## src/rtl/axis_frame_pkg.sv

```systemverilog
// Shared definitions for the AXI-Stream frame packer: default widths and
// the framing FSM state encoding.
package axis_frame_pkg;

  localparam int unsigned AXIS_DATA_W  = 32;
  localparam int unsigned AXIS_TUSER_W = 1;
  localparam int unsigned FRAME_LEN_W  = 16;

  typedef enum logic {
    ST_IDLE   = 1'b0,
    ST_ACTIVE = 1'b1
  } frame_state_e;

endpackage

```

## src/rtl/axis_skid_buffer.sv

```systemverilog
// Two-entry skid buffer: an output register plus one overflow slot.
// in_ready is taken straight from a flop, so the upstream ready path is
// registered, and the output holds steady while out_ready is low.
//   aclk, areset          clock, synchronous active-high reset
//   in_data/valid/ready   upstream handshake (in_ready registered)
//   out_data/valid/ready  downstream handshake (out_* registered)
//   occupied              overflow slot holds a payload
module axis_skid_buffer #(
  parameter int unsigned PAYLOAD_W = 34
) (
  input  logic                 aclk,
  input  logic                 areset,
  input  logic [PAYLOAD_W-1:0] in_data,
  input  logic                 in_valid,
  output logic                 in_ready,
  output logic [PAYLOAD_W-1:0] out_data,
  output logic                 out_valid,
  input  logic                 out_ready,
  output logic                 occupied
);

  logic [PAYLOAD_W-1:0] skid_data_q;
  logic                 skid_valid_q;
  logic                 in_fire;

  assign in_ready = ~skid_valid_q;
  assign occupied = skid_valid_q;
  assign in_fire  = in_valid & ~skid_valid_q;

  // Output register loads whenever it is empty or being drained; otherwise
  // an incoming payload parks in the overflow slot.
  always_ff @(posedge aclk) begin
    if (areset) begin
      out_data     <= '0;
      out_valid    <= 1'b0;
      skid_data_q  <= '0;
      skid_valid_q <= 1'b0;
    end else if (out_ready || !out_valid) begin
      if (skid_valid_q) begin
        out_data     <= skid_data_q;
        out_valid    <= 1'b1;
        skid_valid_q <= 1'b0;
      end else begin
        out_valid <= in_fire;
        if (in_fire) out_data <= in_data;
      end
    end else if (in_fire) begin
      skid_data_q  <= in_data;
      skid_valid_q <= 1'b1;
    end
  end

endmodule

```

## src/rtl/axis_frame_packer.sv

```systemverilog
// Cuts an unframed AXI-Stream sample stream into frames of frame_len beats,
// marking the first beat with tuser[0] and the last with tlast. A flush
// pulse ends the current frame early. Output is registered through a
// two-entry skid buffer.
//   m00_axis_aclk, m00_axis_areset  clock, synchronous active-high reset
//   enable                          permits a new frame to start
//   frame_len                       beats per frame, latched on first beat
//   flush                           pulse, terminates current frame early
//   s00_axis_*                      unframed input stream
//   m00_axis_*                      framed output stream
//   frame_count                     completed frames emitted (wraps)
//   busy                            frame in progress or output pending
module axis_frame_packer
  import axis_frame_pkg::*;
#(
  parameter int unsigned C_AXIS_TDATA_WIDTH = AXIS_DATA_W,
  parameter int unsigned TUSER_WIDTH        = AXIS_TUSER_W,
  parameter int unsigned LEN_WIDTH          = FRAME_LEN_W
) (
  input  logic                            m00_axis_aclk,
  input  logic                            m00_axis_areset,
  input  logic                            enable,
  input  logic [LEN_WIDTH-1:0]            frame_len,
  input  logic                            flush,
  input  logic [C_AXIS_TDATA_WIDTH-1:0]   s00_axis_tdata,
  input  logic                            s00_axis_tvalid,
  output logic                            s00_axis_tready,
  output logic [C_AXIS_TDATA_WIDTH-1:0]   m00_axis_tdata,
  output logic [C_AXIS_TDATA_WIDTH/8-1:0] m00_axis_tstrb,
  output logic                            m00_axis_tvalid,
  input  logic                            m00_axis_tready,
  output logic                            m00_axis_tlast,
  output logic [TUSER_WIDTH-1:0]          m00_axis_tuser,
  output logic [31:0]                     frame_count,
  output logic                            busy
);

  localparam int unsigned PAYLOAD_W = C_AXIS_TDATA_WIDTH + 1 + TUSER_WIDTH;

  frame_state_e         state_q, state_d;
  logic [LEN_WIDTH-1:0] cnt_q, cnt_d;
  logic [LEN_WIDTH-1:0] len_q, len_d;
  logic                 flush_pend_q, flush_pend_d;

  logic                 accept;
  logic                 first_beat;
  logic                 is_last;
  logic [LEN_WIDTH-1:0] eff_len;
  logic [LEN_WIDTH-1:0] beat_idx;
  logic                 skid_ready;
  logic                 skid_occupied;
  logic [PAYLOAD_W-1:0] in_payload;
  logic [PAYLOAD_W-1:0] out_payload;

  // Registered skid-slot ready, gated by reset and by whether a frame may run.
  assign s00_axis_tready = ~m00_axis_areset & skid_ready &
                           ((state_q == ST_ACTIVE) | enable);
  assign accept = s00_axis_tvalid & s00_axis_tready;

  // State register.
  always_ff @(posedge m00_axis_aclk) begin
    if (m00_axis_areset) begin
      state_q      <= ST_IDLE;
      cnt_q        <= '0;
      len_q        <= '0;
      flush_pend_q <= 1'b0;
    end else begin
      state_q      <= state_d;
      cnt_q        <= cnt_d;
      len_q        <= len_d;
      flush_pend_q <= flush_pend_d;
    end
  end

  // Next-state and beat classification. In IDLE the incoming beat opens a
  // frame, so the live frame_len (0 read as 1) and index 0 apply to it.
  always_comb begin
    state_d      = state_q;
    cnt_d        = cnt_q;
    len_d        = len_q;
    flush_pend_d = flush_pend_q;

    first_beat = (state_q == ST_IDLE);
    if (first_beat) begin
      eff_len  = (frame_len == '0) ? LEN_WIDTH'(1) : frame_len;
      beat_idx = '0;
    end else begin
      eff_len  = len_q;
      beat_idx = cnt_q;
    end
    is_last = (beat_idx == eff_len - LEN_WIDTH'(1)) | flush | flush_pend_q;

    if (accept) begin
      len_d        = eff_len;
      cnt_d        = is_last ? '0 : beat_idx + LEN_WIDTH'(1);
      flush_pend_d = 1'b0;
      if (first_beat && !is_last) state_d = ST_ACTIVE;
      else if (!first_beat && is_last) state_d = ST_IDLE;
    end else if (flush && !first_beat) begin
      flush_pend_d = 1'b1;
    end
  end

  assign in_payload = {TUSER_WIDTH'(first_beat), is_last, s00_axis_tdata};

  axis_skid_buffer #(
    .PAYLOAD_W (PAYLOAD_W)
  ) u_skid (
    .aclk      (m00_axis_aclk),
    .areset    (m00_axis_areset),
    .in_data   (in_payload),
    .in_valid  (accept),
    .in_ready  (skid_ready),
    .out_data  (out_payload),
    .out_valid (m00_axis_tvalid),
    .out_ready (m00_axis_tready),
    .occupied  (skid_occupied)
  );

  assign m00_axis_tdata = out_payload[C_AXIS_TDATA_WIDTH-1:0];
  assign m00_axis_tlast = out_payload[C_AXIS_TDATA_WIDTH];
  assign m00_axis_tuser = out_payload[C_AXIS_TDATA_WIDTH+1 +: TUSER_WIDTH];
  assign m00_axis_tstrb = {(C_AXIS_TDATA_WIDTH/8){m00_axis_tvalid}};

  // Completed-frame counter, bumped on each output handshake carrying tlast.
  always_ff @(posedge m00_axis_aclk) begin
    if (m00_axis_areset) begin
      frame_count <= '0;
    end else if (m00_axis_tvalid && m00_axis_tready && m00_axis_tlast) begin
      frame_count <= frame_count + 32'd1;
    end
  end

  assign busy = (state_q == ST_ACTIVE) | m00_axis_tvalid | skid_occupied;

endmodule

```

## config.mk

```make
export PLATFORM = sky130hd
export DESIGN_NAME = axis_frame_packer
export DESIGN_NICKNAME = d
export VERILOG_FILES = /design/src/rtl/axis_frame_pkg.sv /design/src/rtl/axis_skid_buffer.sv /design/src/rtl/axis_frame_packer.sv
export SDC_FILE = /design/constraint.sdc
export NUM_CORES = 1
export LEC_CHECK = 0
export CAP_MARGIN = 20
export CORE_MARGIN = 4
export CORE_UTILIZATION = 50
export CTS_CLUSTER_DIAMETER = 200
export CTS_CLUSTER_SIZE = 8
export DETAILED_ROUTE_END_ITERATION = 12
export GPL_TIMING_DRIVEN = 1
export PLACE_DENSITY = 0.86
export SLEW_MARGIN = 40
export SYNTH_ARGS = -nofsm -noshare
export SYNTH_HDL_FRONTEND = slang
export SYNTH_SLANG_ARGS = --single-unit
```

## constraint.sdc

```tcl
create_clock -name m00_axis_aclk -period 5.6 [get_ports m00_axis_aclk]
set_input_delay 1.68 -clock m00_axis_aclk [delete_from_list [all_inputs] [get_ports m00_axis_aclk]]
set_output_delay 1.68 -clock m00_axis_aclk [all_outputs]
set_load 0.01 [all_outputs]
```

==> key figures, run 1 <==
Clock tree
  • Hold_buf cts: 0
  • Clk Tree Root Cell: clkbuf_16
  • Post-CTS setup buffer count: 0
  • CTS H-tree depth: 4
  • CTS tree: built
  • Worst-path clk slew: approximately 60 ps
  • Clock Tree Buf Depth: 2
  • Clock Latency Late Sink: 420 ps
  • Num CTS Buffers: 17
  • TritonCTS Sinks: 136
  • CTS resizes: 0

Synth
  • Post-synthesis sequential area ratio: 41.50%
  • Syn Area/Cell: between 8 and 9 µm²
  • Async set-reset flop share out of synthesis: 0%
  • Simple-Gate Fraction of Synth Area: 24.12%
  • Synth Warn #: 0
  • Syn nets: 854
  • Adder-cell share of the synthesized area: 0.7628%
  • Post-synth EDFFs: 0
  • Multiplexer area fraction after synthesis: slightly above 6%
  • Mapped cell area: 0.006561 mm²
  • Synthesized flop and latch total: 136
  • Post-Synthesis Cells: 796
  • Synth Area in XOR/XNOR: 7.418%
  • Compound-Gate Fraction of Synth Area: 16.11%
  • Main combinational cell family by area after synthesis: simple AND/OR/NAND/NOR gates
  • Synth unique cells: 56
  • Prevailing post-synth register cell: dfxtp_1

Global routing
  • Congestion Overflow GR: 0
  • Number of global-route vias before repair: 5731
  • First-pass GRT wire length: 27.20 mm
  • Initial antenna violation count: 0
  • Pin count of the biggest net entering global routing: 69
  • GRT Overall Usage: 22.61%

Worst setup path
  • WP data arrival: 5380 ps
  • Critical path endpoint category: flop
  • Crit Path Class: in2reg
  • CP required: 5870 ps
  • Worst setup SP type: input port
  • Worst-path maximum fanout: 4

Power and ir drop
  • Leak pwr: 2.828 nW
  • Internal power: 1.750 mW
  • Pwr/cell area: 270.7 mW/mm²
  • Flop pwr share: 43.7%
  • Worst VDD drop: roughly 0.00023 V
  • NetSw: between 500 and 600 µW
  • Combinational power share: a little under a tenth
  • Fraction of power spent switching nets: 24.41%
  • Clock power frac: 47.2%
  • Total Power: 2.315 mW

Cells and area
  • Footprint of the multi-input gates: 0.003596 mm²
  • Final Net Count: 963
  • Register area: 0.002725 mm²
  • Layout area overhead: 30.34%
  • # diodes: 0
  • Final-layout fill cell count: between 1k and 1.5k
  • Post-route cell area: around 0.0086 mm²
  • Fin util: 67.22%
  • Share of cells above drive strength 1: 6.863%
  • Non-filler cells, final: around 1.1k

Drt
  • WL final: ~17 mm
  • Vias per cell: 5.517
  • Drt initial violations: 481
  • WL per Instance: 15.29 µm
  • DR vias: between 6k and 7k
  • Post-route antenna net violation count: 0
  • Drt first pass iters: 5
  • DRC errors left: 0

Timing
  • Hold_ws: roughly 450 ps
  • Post-route setup slack: 491.8 ps
  • Worst-margin pin slew: 863.2 ps
  • Final period util: about 90%
  • Max Freq: 195.8 MHz
  • Setup TNS: 0 ps
  • Final Hold Vio Count: 0
  • # setup viols final: 0
  • Min cycle time layout: approximately 5100 ps
  • Clk_skew: 7.181 ps
  • RSZ-0062 raised after global routing: no
  • Max Slew Vio Count: 0
  • Worst relative slew slack: 42.01%

Placed design
  • Placed Area: 0.007966 mm²
  • Buffers on Ports: between 100 and 150
  • Pre-CTS setup slack: ~77 ps
  • Dpl hpwl: 11.17 mm
  • Placed cell count: 1058
  • Placer Congestion: 0.9160

Floorplanning
  • Initial Util: 51.57%
  • I/O pin cnt: 127
  • Die width: 122.6 µm
  • Die Ht: 122.6 µm
  • FP Rows: 41
  • Area of the die: 0.01502 mm²
  • Core area: roughly 0.013 mm²

Job
  • Max_cap viols: 0

Min path
  • Worst min path class: reg2reg

Run status
  • Run status: complete, no violations
kinds of logic after synthesis:
kind of cell,count (synthesis)
buf+inv,62
simple gates,338
flops,136
xor+xnor,54
compound gates,162
mux,40
fa+ha+maj,4
cell usage in the layout, fill, tap and decap left out, types with 5 or more instances in the layout:
cell type | netlist | final
dfxtp_1 | 136 | 134
clkdlybuf4s50_1 | 0 | 125
nand2_1 | 111 | 111
nor2_1 | 98 | 95
a21oi_1 | 56 | 56
mux2i_1 | 40 | 40
a211oi_1 | 35 | 35
xor2_1 | 28 | 28
xnor2_1 | 25 | 25
nand3_1 | 25 | 25
o21ai_0 | 24 | 24
nor3_1 | 21 | 21
clkbuf_16 | 0 | 17
buf_4 | 4 | 17
nand2b_1 | 14 | 14
nand4_1 | 13 | 13
or3_1 | 10 | 10
inv_1 | 8 | 8
and3_1 | 8 | 8
a32o_1 | 7 | 7
and2_1 | 6 | 6
and4_1 | 6 | 6
nor3b_1 | 5 | 5
o31ai_1 | 5 | 5
nand3b_1 | 5 | 5
per-layer routing:
layer | up-vias | wire (µm) | track usage (%)
met3 | 27 | 1196 | 6.912
met5 | - | 0 | 0
met2 | 196 | 7705 | 35.83
met1 | 2758 | 7495 | 29.27
li1 | 3032 | - | -
met4 | 0 | 269 | 7.978
sequential cells by signal (all words and copies together) (netlist names):
signal,flops
cnt_q,16
flush_pend_q,1
frame_count,32
len_q,16
state_q,1
u_skid.occupied,1
u_skid.out_data,34
u_skid.out_valid,1
u_skid.skid_data_q,34
worst max-delay path, stage by stage:
cell and delay (ps):
clkdlybuf4s50_1 470, or4_4 570, nor3_1 210, a21oi_1 150
ha_1 330, xor2_1 140, nand3_1 80, o21ai_0 110
o311ai_0 150, or4_1 420, a2111o_1 340, nand2_1 100
inv_1 60, ha_1 280, o21ai_0 180, a21oi_1 100
cell type report:
type	instances	share of cell area [%]
tap	172	2.516
sequential	136	31.87
clock buffer	20	5.457
timing repair buffer	143	16.36
inverter	9	0.3950
clock inverter	12	1.361
multi-input combinational	598	42.05
path summary, 6_finish.rpt:
kind                                            start                                  end  slack [ps]  depth (start not counted)
setup / recovery                        frame_len[12]                 state_q$_SDFFE_PP0P_         490                         16
hold / removal    u_skid.skid_data_q[29]$_SDFFE_PP0P_  u_skid.skid_data_q[29]$_SDFFE_PP0P_         450                          2
setup reg to reg                 state_q$_SDFFE_PP0P_                 state_q$_SDFFE_PP0P_        1640                         15
hold reg to reg   u_skid.skid_data_q[29]$_SDFFE_PP0P_  u_skid.skid_data_q[29]$_SDFFE_PP0P_         450                          2
synthesized netlist by cell type (all sizes together) (2+ instances only):
cell | count | area share, %
a22oi | 2 | 0.23
nor3b | 5 | 0.57
a311oi | 3 | 0.40
a21oi | 56 | 4.3
nor2b | 3 | 0.29
nor3 | 22 | 1.8
nor2 | 98 | 5.6
and3 | 8 | 0.76
inv | 9 | 0.51
buf | 17 | 1.4
o22ai | 2 | 0.19
nand3 | 25 | 1.9
a22o | 3 | 0.40
and4 | 6 | 0.80
a2111oi | 3 | 0.40
clkbuf | 36 | 2.1
and2 | 7 | 0.71
or4 | 5 | 0.63
mux2i | 40 | 6.1
a211oi | 37 | 4.4
o31ai | 5 | 0.57
xor2 | 28 | 3.7
nand2 | 111 | 6.4
or3 | 10 | 0.95
dfxtp | 136 | 41
xnor2 | 25 | 3.3
nand2b | 14 | 1.3
nand3b | 5 | 0.57
a31oi | 4 | 0.38
o21ai | 28 | 2.1
ha | 4 | 0.76
a32o | 7 | 1.1
a41o | 4 | 0.61
nor4 | 3 | 0.29
nand4 | 13 | 1.2
power by group through the flow:
stage | Sequential, mW | Combinational, mW | Clock [mW]
floorplan | 1.03 | 0.102 | 0
global placement | 1.03 | 0.206 | 0
detailed placement | 1.03 | 0.210 | 0
CTS | 1.01 | 0.212 | 1.11
global route | 1.01 | 0.232 | 1.16
finish | 1.01 | 0.212 | 1.09
Power figures use the tool's default switching activity.
==> run 2: changes to the inputs <==
--- a/config.mk
+++ b/config.mk
@@ -6,13 +6,13 @@
 export NUM_CORES = 1
 export LEC_CHECK = 0
 export CAP_MARGIN = 20
-export CORE_MARGIN = 4
-export CORE_UTILIZATION = 50
+export CORE_MARGIN = 2
+export CORE_UTILIZATION = 52
 export CTS_CLUSTER_DIAMETER = 200
 export CTS_CLUSTER_SIZE = 8
 export DETAILED_ROUTE_END_ITERATION = 12
 export GPL_TIMING_DRIVEN = 1
-export PLACE_DENSITY = 0.86
+export PLACE_DENSITY = 0.89
 export SLEW_MARGIN = 40
 export SYNTH_ARGS = -nofsm -noshare
 export SYNTH_HDL_FRONTEND = slang
==> run 2 against run 1 <==
Non-clock buffer count down 1. Maximum frequency is 0.54% lower. Die area fell by 9.9%. First-iteration DRC count grew 15%. Utilization increased by 2.1 points. Count of clock-buffer cells in the layout is 2 higher. Sequential share of layout area is 0.32 points lower. Critical path type unchanged. Combinational power about the same. Critical path depth unchanged. Clock power rose by 17%. Sequential cell count unchanged. Via count rose by 1.2%.
==> key figures, run 2 (synthesis gave the netlist of run 1 again) <==
Placed design
  • Buffers on Ports: 126 (unchanged)
  • Placed Area: 0.007950 mm² (was 0.007966 mm²)
  • Placer Congestion: 0.8967 (was 0.9160)
  • Dpl hpwl: 11.02 mm (was 11.17 mm)

Cells and area
  • Register area: 0.002725 mm² (unchanged)
  • Footprint of the multi-input gates: 0.003601 mm² (was 0.003596 mm²)
  • Post-route cell area: 0.008638 mm² (was 0.008552 mm²)
  • Commonest non-fill, non-tap cell in the layout: dfxtp_1 (unchanged)
  • Layout area overhead: 31.66% (was 30.34%)
  • Final Net Count: 962 (was 963)
  • Commonest cells after routing, fill and taps aside: dfxtp_1 (134), clkdlybuf4s50_1 (125), nand2_1 (111) (unchanged)
  • Final-layout fill cell count: 964 (was 1040)
  • Share of cells above drive strength 1: 6.870% (was 6.863%)
  • Fin util: 69.30% (was 67.22%)
  • # diodes: 0 (unchanged)
  • Largest regs: u_skid.out_data x34, u_skid.skid_data_q x34, frame_count x32 (unchanged)

Floorplanning
  • Die width: 116.3 µm (was 122.6 µm)
  • Initial Util: 52.63% (was 51.57%)
  • Die Ht: 116.3 µm (was 122.6 µm)
  • Core area: 0.01247 mm² (was 0.01272 mm²)
  • Area of the die: 0.01353 mm² (was 0.01502 mm²)
  • I/O pin cnt: 127 (unchanged)
  • FP Rows: 41 (unchanged)

Power and ir drop
  • Worst VDD drop: 0.0002446 V (was 0.0002307 V)
  • Pwr/cell area: 289.2 mW/mm² (was 270.7 mW/mm²)
  • Leak pwr: 2.882 nW (was 2.828 nW)

Clock tree
  • Clock Tree Buf Depth: 2 (unchanged)
  • TritonCTS Sinks: 136 (unchanged)
  • CTS tree: built (unchanged)
  • Worst-path clk slew: 60 ps (about the same)
  • Clk Tree Root Cell: clkbuf_16 (unchanged)
  • Clock Latency Late Sink: 410 ps (was 420 ps)
  • CTS resizes: 0 (unchanged)
  • CTS H-tree depth: 4 (unchanged)
  • Post-CTS setup buffer count: 0 (unchanged)
  • Num CTS Buffers: 17 (unchanged)
  • Hold_buf cts: 0 (unchanged)

Timing
  • Worst relative slew slack: 47.66% (was 42.01%)
  • Clk_skew: 6.437 ps (was 7.181 ps)
  • Final period util: 91.72% (was 91.22%)
  • Max Freq: 194.7 MHz (was 195.8 MHz)
  • Worst-margin pin slew: 779.1 ps (was 863.2 ps)
  • RSZ-0062 raised after global routing: no (unchanged)
  • Setup TNS: 0 ps (unchanged)
  • Min cycle time layout: 5136 ps (was 5108 ps)
  • # setup viols final: 0 (unchanged)
  • Max Slew Vio Count: 0 (unchanged)
  • Final Hold Vio Count: 0 (unchanged)

Worst setup path
  • Setup crit start: frame_len[12] (unchanged)
  • Worst R2R Setup Slack: 1660 ps (was 1640 ps)
  • Worst reg2reg path endpoint: state_q$_SDFFE_PP0P_ (unchanged)
  • Worst-path maximum fanout: 4 (unchanged)
  • WP data arrival: 5400 ps (was 5380 ps)
  • Crit Path Class: in2reg (unchanged)
  • Critical path endpoint category: flop (unchanged)
  • Worst r2r src: state_q$_SDFFE_PP0P_ (unchanged)
  • CP required: 5860 ps (was 5870 ps)
  • Worst setup SP type: input port (unchanged)
  • CP endpoint: state_q$_SDFFE_PP0P_ (unchanged)
  • Worst reg2reg path depth: 15 (unchanged)

Drt
  • WL per Instance: 15.35 µm (was 15.29 µm)
  • DRC errors left: 0 (unchanged)
  • Vias per cell: 5.590 (was 5.517)
  • Post-route antenna net violation count: 0 (unchanged)
  • WL final: 16.72 mm (was 16.67 mm)
  • DR vias: 6088 (was 6013)
  • Drt first pass iters: 5 (unchanged)
  • Drt initial violations: 551 (was 481)

Run status
  • Run status: complete, no violations (unchanged)

Job
  • Max_cap viols: 0 (unchanged)

Global routing
  • GRT Overall Usage: 24.53% (was 22.61%)
  • Congestion Overflow GR: 0 (unchanged)
  • First-pass GRT wire length: 26.29 mm (was 27.20 mm)
  • Pin count of the biggest net entering global routing: 92 (was 69)
  • Initial antenna violation count: 0 (unchanged)
  • Number of global-route vias before repair: 5561 (was 5731)

Min path
  • Worst min path class: reg2reg (unchanged)
  • HP Start: u_skid.skid_data_q[24]$_SDFFE_PP0P_ (was u_skid.skid_data_q[29]$_SDFFE_PP0P_)
  • Worst hold path depth: 2 (unchanged)
[run 2: layout make-up]
type	count	share of cell area [%]
Timing Repair Buffer	142	16.01
Multi-Input combinational cell	598	41.69
Clock buffer	22	5.721
Tap cell	172	2.491
Clock inverter	10	2.158
Sequential cell	136	31.55
Inverter	9	0.3911
[run 2: worst min-delay path by stage]
stage | end | slack (ps)
2_1_floorplan | u_skid.skid_data_q[0]$_SDFFE_PP0P_ | 440
3_3_place_gp | u_skid.skid_data_q[9]$_SDFFE_PP0P_ | 440
3_5_place_dp | u_skid.skid_data_q[13]$_SDFFE_PP0P_ | 450
4_1_cts | u_skid.skid_data_q[8]$_SDFFE_PP0P_ | 450
5_1_grt | u_skid.skid_data_q[24]$_SDFFE_PP0P_ | 470
6_report | u_skid.skid_data_q[24]$_SDFFE_PP0P_ | 450
[run 2: critical path, stage by stage]
cell and delay (ps):
clkdlybuf4s50_1 470, or4_4 580, nor3_1 230, a21oi_1 140
ha_1 330, xor2_1 170, nand3_1 90, o21ai_0 110
o311ai_0 130, or4_1 440, a2111o_1 330, nand2_1 100
inv_1 70, ha_1 290, o21ai_0 160, a21oi_1 80
[run 2: where the power goes]
group | internal [mW] | switching (mW)
Combinational | 0.107 | 0.104
Clock | 0.853 | 0.424
Sequential | 0.990 | 0.0198
Total | 1.95 | 0.548
[run 2: stage by stage]
stage / hold WS, ps / worst slack, ps / instances / power [mW]
after CTS: 454.5 / 468.0 / 1089 / 2.510
after floorplan: 436.0 / 680.6 / 796 / 1.134
after global routing: 468.3 / 133.3 / 1089 / 2.582
after detailed placement: 446.3 / 60.08 / 1057 / 1.239
after global placement: 440.9 / 162.5 / 1057 / 1.236
final: 451.1 / 463.9 / 1089 / 2.498
[run 2: layer usage]
metal / global-route usage, % / vias to the layer above / part of all wire [%]
li1: - / 3032 / -
met3: 7.992 / 21 / 7.5
met2: 39.77 / 220 / 47
met5: 0 / - / 0
met1: 30.82 / 2815 / 44
met4: 8.492 / 0 / 1.4
==> run 3: changes to the inputs <==
--- a/config.mk
+++ b/config.mk
@@ -7,13 +7,14 @@
 export LEC_CHECK = 0
 export CAP_MARGIN = 20
 export CORE_MARGIN = 2
-export CORE_UTILIZATION = 52
+export CORE_UTILIZATION = 53
 export CTS_CLUSTER_DIAMETER = 200
 export CTS_CLUSTER_SIZE = 8
 export DETAILED_ROUTE_END_ITERATION = 12
 export GPL_TIMING_DRIVEN = 1
-export PLACE_DENSITY = 0.89
+export PLACE_DENSITY = 0.9
 export SLEW_MARGIN = 40
 export SYNTH_ARGS = -nofsm -noshare
 export SYNTH_HDL_FRONTEND = slang
+export SYNTH_HIERARCHICAL = 1
 export SYNTH_SLANG_ARGS = --single-unit
==> run 3 against run 2 <==
Sequential cell count is the same. Sequential power is essentially flat. Worst setup slack lost 300 ps.
==> key figures, run 3 <==
Timing
  • # setup viols final: 0 (unchanged)
  • Max Slew Vio Count: 0 (unchanged)
  • Final Hold Vio Count: 0 (unchanged)
  • Max Freq: 184.0 MHz (was 194.7 MHz)
  • Min cycle time layout: 5434 ps (was 5136 ps)
  • Worst relative slew slack: 47.49% (was 47.66%)
  • Worst-margin pin slew: 784.8 ps (was 779.1 ps)
  • Clk_skew: 8.142 ps (was 6.437 ps)
  • Final period util: 97.04% (was 91.72%)

Clock tree
  • CTS H-tree depth: 4 (unchanged)
  • TritonCTS Sinks: 136 (unchanged)
  • Clk Tree Root Cell: clkbuf_16 (unchanged)
  • Clock Latency Late Sink: 420 ps (was 410 ps)
  • Worst-path clk slew: 60 ps (about the same)
  • Clock Tree Buf Depth: 2 (unchanged)
  • CTS tree: built (unchanged)
  • Num CTS Buffers: 17 (unchanged)

Worst setup path
  • Worst r2r src: state_q$_SDFFE_PP0P_ (unchanged)
  • Critical path endpoint category: flop (unchanged)
  • Crit Path Class: in2reg (unchanged)
  • Worst reg2reg path endpoint: state_q$_SDFFE_PP0P_ (unchanged)
  • Worst path most repeated cell: or4_4
  • Crit-path slowest cell: or4_4 (unchanged)
  • WP data arrival: 5710 ps (was 5400 ps)
  • Worst-path maximum fanout: 3 (was 4)
  • Crit-path leading delay family: simple AND/OR/NAND/NOR gates (unchanged)
  • Worst R2R Setup Slack: 1470 ps (was 1660 ps)
  • Buffer and inverter count on the worst path: 2 (unchanged)
  • CP required: 5880 ps (was 5860 ps)
  • Worst reg2reg path depth: 14 (was 15)
  • Max incr delay on CP: 590 ps (was 580 ps)
  • CP cell instances: clkdlybuf4s50_1 -> or4_4 -> or4_4 -> o21ai_4 -> nand2_2 -> ha_2 -> or4bb_1 -> a22oi_1 -> xor2_1 -> a2111oi_2 -> nand4_1 -> or4_4 -> o21ai_4 -> inv_2 -> ha_4 -> nor2_1 -> nand2_1 -> a21oi_2 (was clkdlybuf4s50_1 -> or4_4 -> nor3_1 -> a21oi_1 -> ha_1 -> xor2_1 -> nand3_1 -> o21ai_0 -> o311ai_0 -> or4_1 -> a2111o_1 -> nand2_1 -> inv_1 -> ha_1 -> o21ai_0 -> a21oi_1)
  • Worst setup SP type: input port (unchanged)

Power and ir drop
  • NetSw: 592.1 µW (was 548.1 µW)
  • Total Power: 2.417 mW (was 2.498 mW)
  • Flop pwr share: 41.8% (was 40.4%)
  • Fraction of power spent switching nets: 24.50% (was 21.94%)
  • Combinational power share: 10.3% (was 8.5%)
  • Internal power: 1.825 mW (was 1.950 mW)
  • Pwr/cell area: 272.3 mW/mm² (was 289.2 mW/mm²)
  • Worst VDD drop: 0.0002313 V (was 0.0002446 V)
  • Leak pwr: 2.987 nW (was 2.882 nW)
  • Clock power frac: 47.9% (was 51.1%)

Synth
  • Mapped cell area: 0.006790 mm² (was 0.006561 mm²)
  • Count leader, synth: dfxtp_1 (unchanged)
  • Library cell with the largest summed area after synthesis: dfxtp_1 (unchanged)
  • Async set-reset flop share out of synthesis: 0% (unchanged)
  • Synth unique cells: 65 (was 56)
  • Area contributors post-synth: dfxtp_1 (40%), nand2_1 (7.3%), a21oi_1 (6.7%), mux2i_1 (5.9%), a211oi_2 (5.5%) (was dfxtp_1 (41%), nand2_1 (6.4%), mux2i_1 (6.1%), nor2_1 (5.6%), a21oi_1 (4.3%))
  • Synthesized flop and latch total: 136 (unchanged)
  • Syn nets: 855 (was 854)
  • Prevailing post-synth register cell: dfxtp_1 (unchanged)
  • Post-synth EDFFs: 0 (unchanged)
  • Syn Area/Cell: 8.520 µm² (was 8.243 µm²)
  • Post-Synthesis Cells: 797 (was 796)
  • Post-synth top area share: 40.10% (was 41.50%)
  • Synth Warn #: 6 (was 0)
  • Post-synthesis sequential area ratio: 40.10% (was 41.50%)
  • Post-synth top cells: dfxtp_1 (136), nand2_1 (132), a21oi_1 (91) (was dfxtp_1 (136), nand2_1 (111), nor2_1 (98))

Placed design
  • Dpl hpwl: 11.24 mm (was 11.02 mm)
  • Placer Congestion: 0.9008 (was 0.8967)
  • Buffers on Ports: 126 (unchanged)

Run status
  • Run status: complete, no violations (unchanged)

Floorplanning
  • I/O pin cnt: 127 (unchanged)
  • FP Rows: 41 (unchanged)
  • Core area: 0.01257 mm² (was 0.01247 mm²)
  • Initial Util: 54.03% (was 52.63%)
  • Die width: 117.2 µm (was 116.3 µm)
  • Area of the die: 0.01373 mm² (was 0.01353 mm²)
  • Die Ht: 117.2 µm (was 116.3 µm)

Min path
  • Worst hold path depth: 2 (unchanged)
  • Hold worst-path end: u_skid/skid_data_q[2]$_SDFFE_PP0P_ (was u_skid.skid_data_q[24]$_SDFFE_PP0P_)
  • Worst min path class: reg2reg (unchanged)
  • HP Start: u_skid/skid_data_q[2]$_SDFFE_PP0P_ (was u_skid.skid_data_q[24]$_SDFFE_PP0P_)

Global routing
  • First-pass GRT wire length: 28.40 mm (was 26.29 mm)
  • Initial antenna violation count: 0 (unchanged)
  • M3 GR Usage: 6.952% (was 7.992%)
  • GRT busiest layer: met2 (unchanged)
  • GRT met1 Usage: 33.79% (was 30.82%)
  • Met2 GRT Util: 42.03% (was 39.77%)
  • GRT Overall Usage: 26.25% (was 24.53%)
  • Number of global-route vias before repair: 5784 (was 5561)
  • Pin count of the biggest net entering global routing: 79 (was 92)
  • Congestion Overflow GR: 0 (unchanged)

Cells and area
  • Final Net Count: 973 (was 962)
  • Commonest non-fill, non-tap cell in the layout: dfxtp_1 (unchanged)
  • Share of cells above drive strength 1: 13.15% (was 6.870%)
  • Fin util: 70.61% (was 69.30%)
  • Largest regs: u_skid/out_data x34, u_skid/skid_data_q x34, frame_count x32 (was u_skid.out_data x34, u_skid.skid_data_q x34, frame_count x32)
  • Layout area overhead: 30.70% (was 31.66%)
  • # diodes: 0 (unchanged)
  • Commonest cells after routing, fill and taps aside: dfxtp_1 (134), nand2_1 (131), clkdlybuf4s50_1 (122) (was dfxtp_1 (134), clkdlybuf4s50_1 (125), nand2_1 (111))

Drt
  • Drt initial violations: 531 (was 551)
  • Drt first pass iters: 5 (unchanged)
  • WL final: 17.74 mm (was 16.72 mm)
  • DRC errors left: 0 (unchanged)
  • DR vias: 6196 (was 6088)
  • Post-route antenna net violation count: 0 (unchanged)
  • WL per Instance: 16.13 µm (was 15.35 µm)
  • Vias per cell: 5.633 (was 5.590)

Job
  • Max_cap viols: 0 (unchanged)
[run 3: cell count changes in the layout (fill, tap and decap cells not counted), sizes merged, moves of 6 or more]
cell / previous run / this run
nand2: 111 / 132
nand3: 25 / 7
buf: 17 / 33
o32ai: 0 / 7
a21oi: 56 / 91
nor2: 98 / 64
nor3: 22 / 16
[run 3: worst max-delay path by stage]
| stage | startpoint | end | slack [ps] | cells past startpoint |
|---|---|---|---|---|
| after global placement | frame_len[5] | cnt_q[2]$_SDFFE_PP0P_ | -290 | 15 |
| after CTS | frame_len[5] | cnt_q[2]$_SDFFE_PP0P_ | 40 | 15 |
| after global routing | frame_len[5] | state_q$_SDFFE_PP0P_ | -40 | 18 |
| after detailed placement | frame_len[5] | cnt_q[2]$_SDFFE_PP0P_ | -390 | 15 |
| final | frame_len[5] | state_q$_SDFFE_PP0P_ | 170 | 18 |
| after floorplan | frame_len[5] | state_q$_SDFFE_PP0P_ | 130 | 16 |
[run 3: cell type report]
cell class                      count  area, µm²
Multi-Input combinational cell    593       3776
Fill cell                         959       3694
Sequential cell                   136       2725
Timing Repair Buffer              158       1510
Clock buffer                       17      425.4
Tap cell                          172      215.2
Clock inverter                     15      188.9
Inverter                            9      33.78
[run 3: logic make-up after synthesis]
kind of cell | share of synthesized area [%]
adder cells (fa/ha/maj) | 0.7371
XOR/XNOR | 6.191
multiplexers | 6.283
flip-flops | 40.10
AND/OR/NAND/NOR | 20.60
AO/OA/AOI/OAI | 20.88
buffers and inverters | 5.215
[run 3: power groups by stage]
stage               Sequential (mW)  Clock, mW  Combinational (mW)
global placement               1.03          0               0.234
floorplan                      1.03          0               0.125
finish                         1.01       1.16               0.249
CTS                            1.01       1.17               0.241
detailed placement             1.03          0               0.238
global route                   1.01       1.22               0.269
[run 3: repair_timing]
item,in CTS,in global routing
setup endpoints to repair,0,18
hold endpoints to repair,0,0
buffers inserted,0,1
hold buffers,0,0
gates resized for setup,0,16
[run 3: routing by layer]
| layer | wire, µm | share of wire [%] |
|---|---|---|
| met2 | 8618 | 49 |
| met4 | 349 | 2.0 |
| met3 | 1143 | 6.4 |
| met5 | 0 | 0 |
| met1 | 7632 | 43 |
[run 3: tightest hold or removal path, cell delays in order (launching register included)]
cell,delay (ps)
dfxtp_1,310
nand2_1,50
a21oi_1,50
[run 3: stage by stage]
step	worst slack (ps)	instance area, µm²	TNS [ps]	cells	hold WS [ps]
after global placement	-294.3	8179	-3760	1066	441.0
after CTS	35.97	8797	0	1098	456.5
after global routing	-41.88	8875	-172.4	1100	474.0
after detailed placement	-393.4	8183	-5518	1066	447.6
final	165.6	8875	0	1100	453.1
after floorplan	133.0	6790	0	797	436.0
==> RTL change, RTL diff (settings of run 2) <==
The package constant `FRAME_LEN_W` goes from 16 to 8.
--- a/src/rtl/axis_frame_pkg.sv
+++ b/src/rtl/axis_frame_pkg.sv
@@ -6,3 +6,3 @@
   localparam int unsigned AXIS_TUSER_W = 1;
-  localparam int unsigned FRAME_LEN_W  = 16;
+  localparam int unsigned FRAME_LEN_W  = 8;
 
Ports: changed (resized frame_len); port bits go from 127 to 119. The function was not compared with the original's and may differ.
==> RTL change against run 2 <==
- cell area fell by 17%
- register-to-register slack gained 0.40 ns
- clock skew rose by 0.0033 ns
- total power decreased by 16%
- die area down 17%
- routed wire length fell by 20%
- setup slack improved by 0.38 ns
- non-clock buffer count down 18
- count of clock-buffer cells in the layout is 5 lower
- sequential cell count fell by 16
- synthesized area is 18% lower
- largest power group unchanged
==> RTL change: results (changes against run 2) <==
| Metric | Value |
|---|---|
| Status | `finished clean` |
| P_leak | `2.37 nW (-18%)` |
| Total Routing Usage GR | `0.243 (-0.00248)` |
| Hold wc startpoint | `u_skid.skid_data_q[27]` |
| Cell variety after synth | `54 (-3.6%)` |
| Share of cells above drive strength 1 | `0.0703 (+0.00159)` |
| Drt total wl | `13,400 microns (-20%)` |
| Synth Area in Adders | `0.00929 (+0.00166)` |
| Synth Area in Compound Gates | `0.154 (-0.00724)` |
| Worst VDD drop | `0.000230 V (-5.8%)` |
| Pint | `0.00160 W (-18%)` |
| Worst slew margin | `0.440 (-0.0370)` |
| Clk_lat worst skew | `0.50 ns (+0.09 ns)` |
| Sequential fraction of the synthesis area | `0.446 (+0.0307)` |
| Iter 0 DRT Violations | `293 (-47%)` |
| Largest net degree at the start of global routing | `114 (+24%)` |
| Drt pass-1 iters | `6 (+1)` |
| Hpwl dp | `9050 microns (-18%)` |
| WHS Endpoint | `u_skid.skid_data_q[27]` |
| Routability cong. | `0.876 (-2.3%)` |
| PortBufs | `118 (-6.3%)` |
| Post-route clock skew | `0.00972 ns (+0.00328 ns)` |
| R2R Setup Slk | `2.06 ns (+0.40 ns)` |
| Sink Count | `120 (-12%)` |
| Register-to-Register Path Depth | `12 (-3)` |
| Slowest cell delay on critical path | `0.65 ns (+0.07 ns)` |
| Clk root buf | `clkbuf_8` |
| CP Data Arrival Time | `3.08 ns (-2.32 ns)` |
| Via Count | `4,967 (-18%)` |
| Place WS | `0.432 ns (+0.372 ns)` |
| Multiplexer area fraction after synthesis | `0.0687 (+0.00769)` |
| Final layout net count | `791 (-18%)` |
| Clk power | `0.00106 W (-17%)` |
| Syn nets | `692 (-19%)` |
| Post-synth top cells | `120 x dfxtp_1, 96 x nand2_1, 79 x nor2_1` |
| Critical Path Fanout Max | `3 (-1)` |
-- RTL change: through the flow --
| stage | std cells | total power (W) | instance area (sq um) | hold slack [ns] | utilization |
|---|---|---|---|---|---|
| floorplan | 642 | 0.000984 | 5390 | 0.436 | - |
| global placement | 858 | 0.00106 | 6590 | 0.441 | 0.647 |
| detailed placement | 858 | 0.00107 | 6590 | 0.446 | 0.647 |
| CTS | 890 | 0.00212 | 7170 | 0.455 | 0.704 |
| global route | 890 | 0.00218 | 7170 | 0.470 | 0.704 |
| finish | 890 | 0.00211 | 7170 | 0.456 | 0.704 |
-- RTL change: cell families (layout without fill, tap and decap cells) --
family	after synthesis	after routing
AO/OA/AOI/OAI	133	133
XOR/XNOR	34	34
adder cells (fa/ha/maj)	4	4
buffers and inverters	53	165
flip-flops	120	120
multiplexers	37	37
AND/OR/NAND/NOR	261	261
-- RTL change: layer usage --
layer  vias up  GRT usage  part of all wire
li1       2428          -                 -
met1      2370      0.288              0.41
met2       142      0.419              0.52
met3        27     0.0581             0.050
met4         0      0.103             0.022
met5         -          0                 0
-- RTL change: worst max-delay path by stage --
stage	from	to	slack, ns	cells after the start
floorplan	frame_len[2]	state_q	1.21	13
global placement	frame_len[2]	state_q	0.61	13
detailed placement	frame_len[2]	state_q	0.43	13
CTS	enable	s00_axis_tready	0.85	4
global route	frame_len[2]	state_q	0.61	13
finish	enable	s00_axis_tready	0.84	4
-- RTL change: cell type report --
cell class | instances | area (sq um)
timing repair buffer | 124 | 1230
sequential | 120 | 2400
multi-input combinational | 469 | 2760
clock inverter | 15 | 165
tap | 136 | 170
fill | 768 | 3010
inverter | 9 | 33.8
clock buffer | 17 | 414
-- RTL change: critical path: cells and delay by family --
family	cells	cell delay, ns
buffers and inverters	2	1.11
AND/OR/NAND/NOR	2	0.30
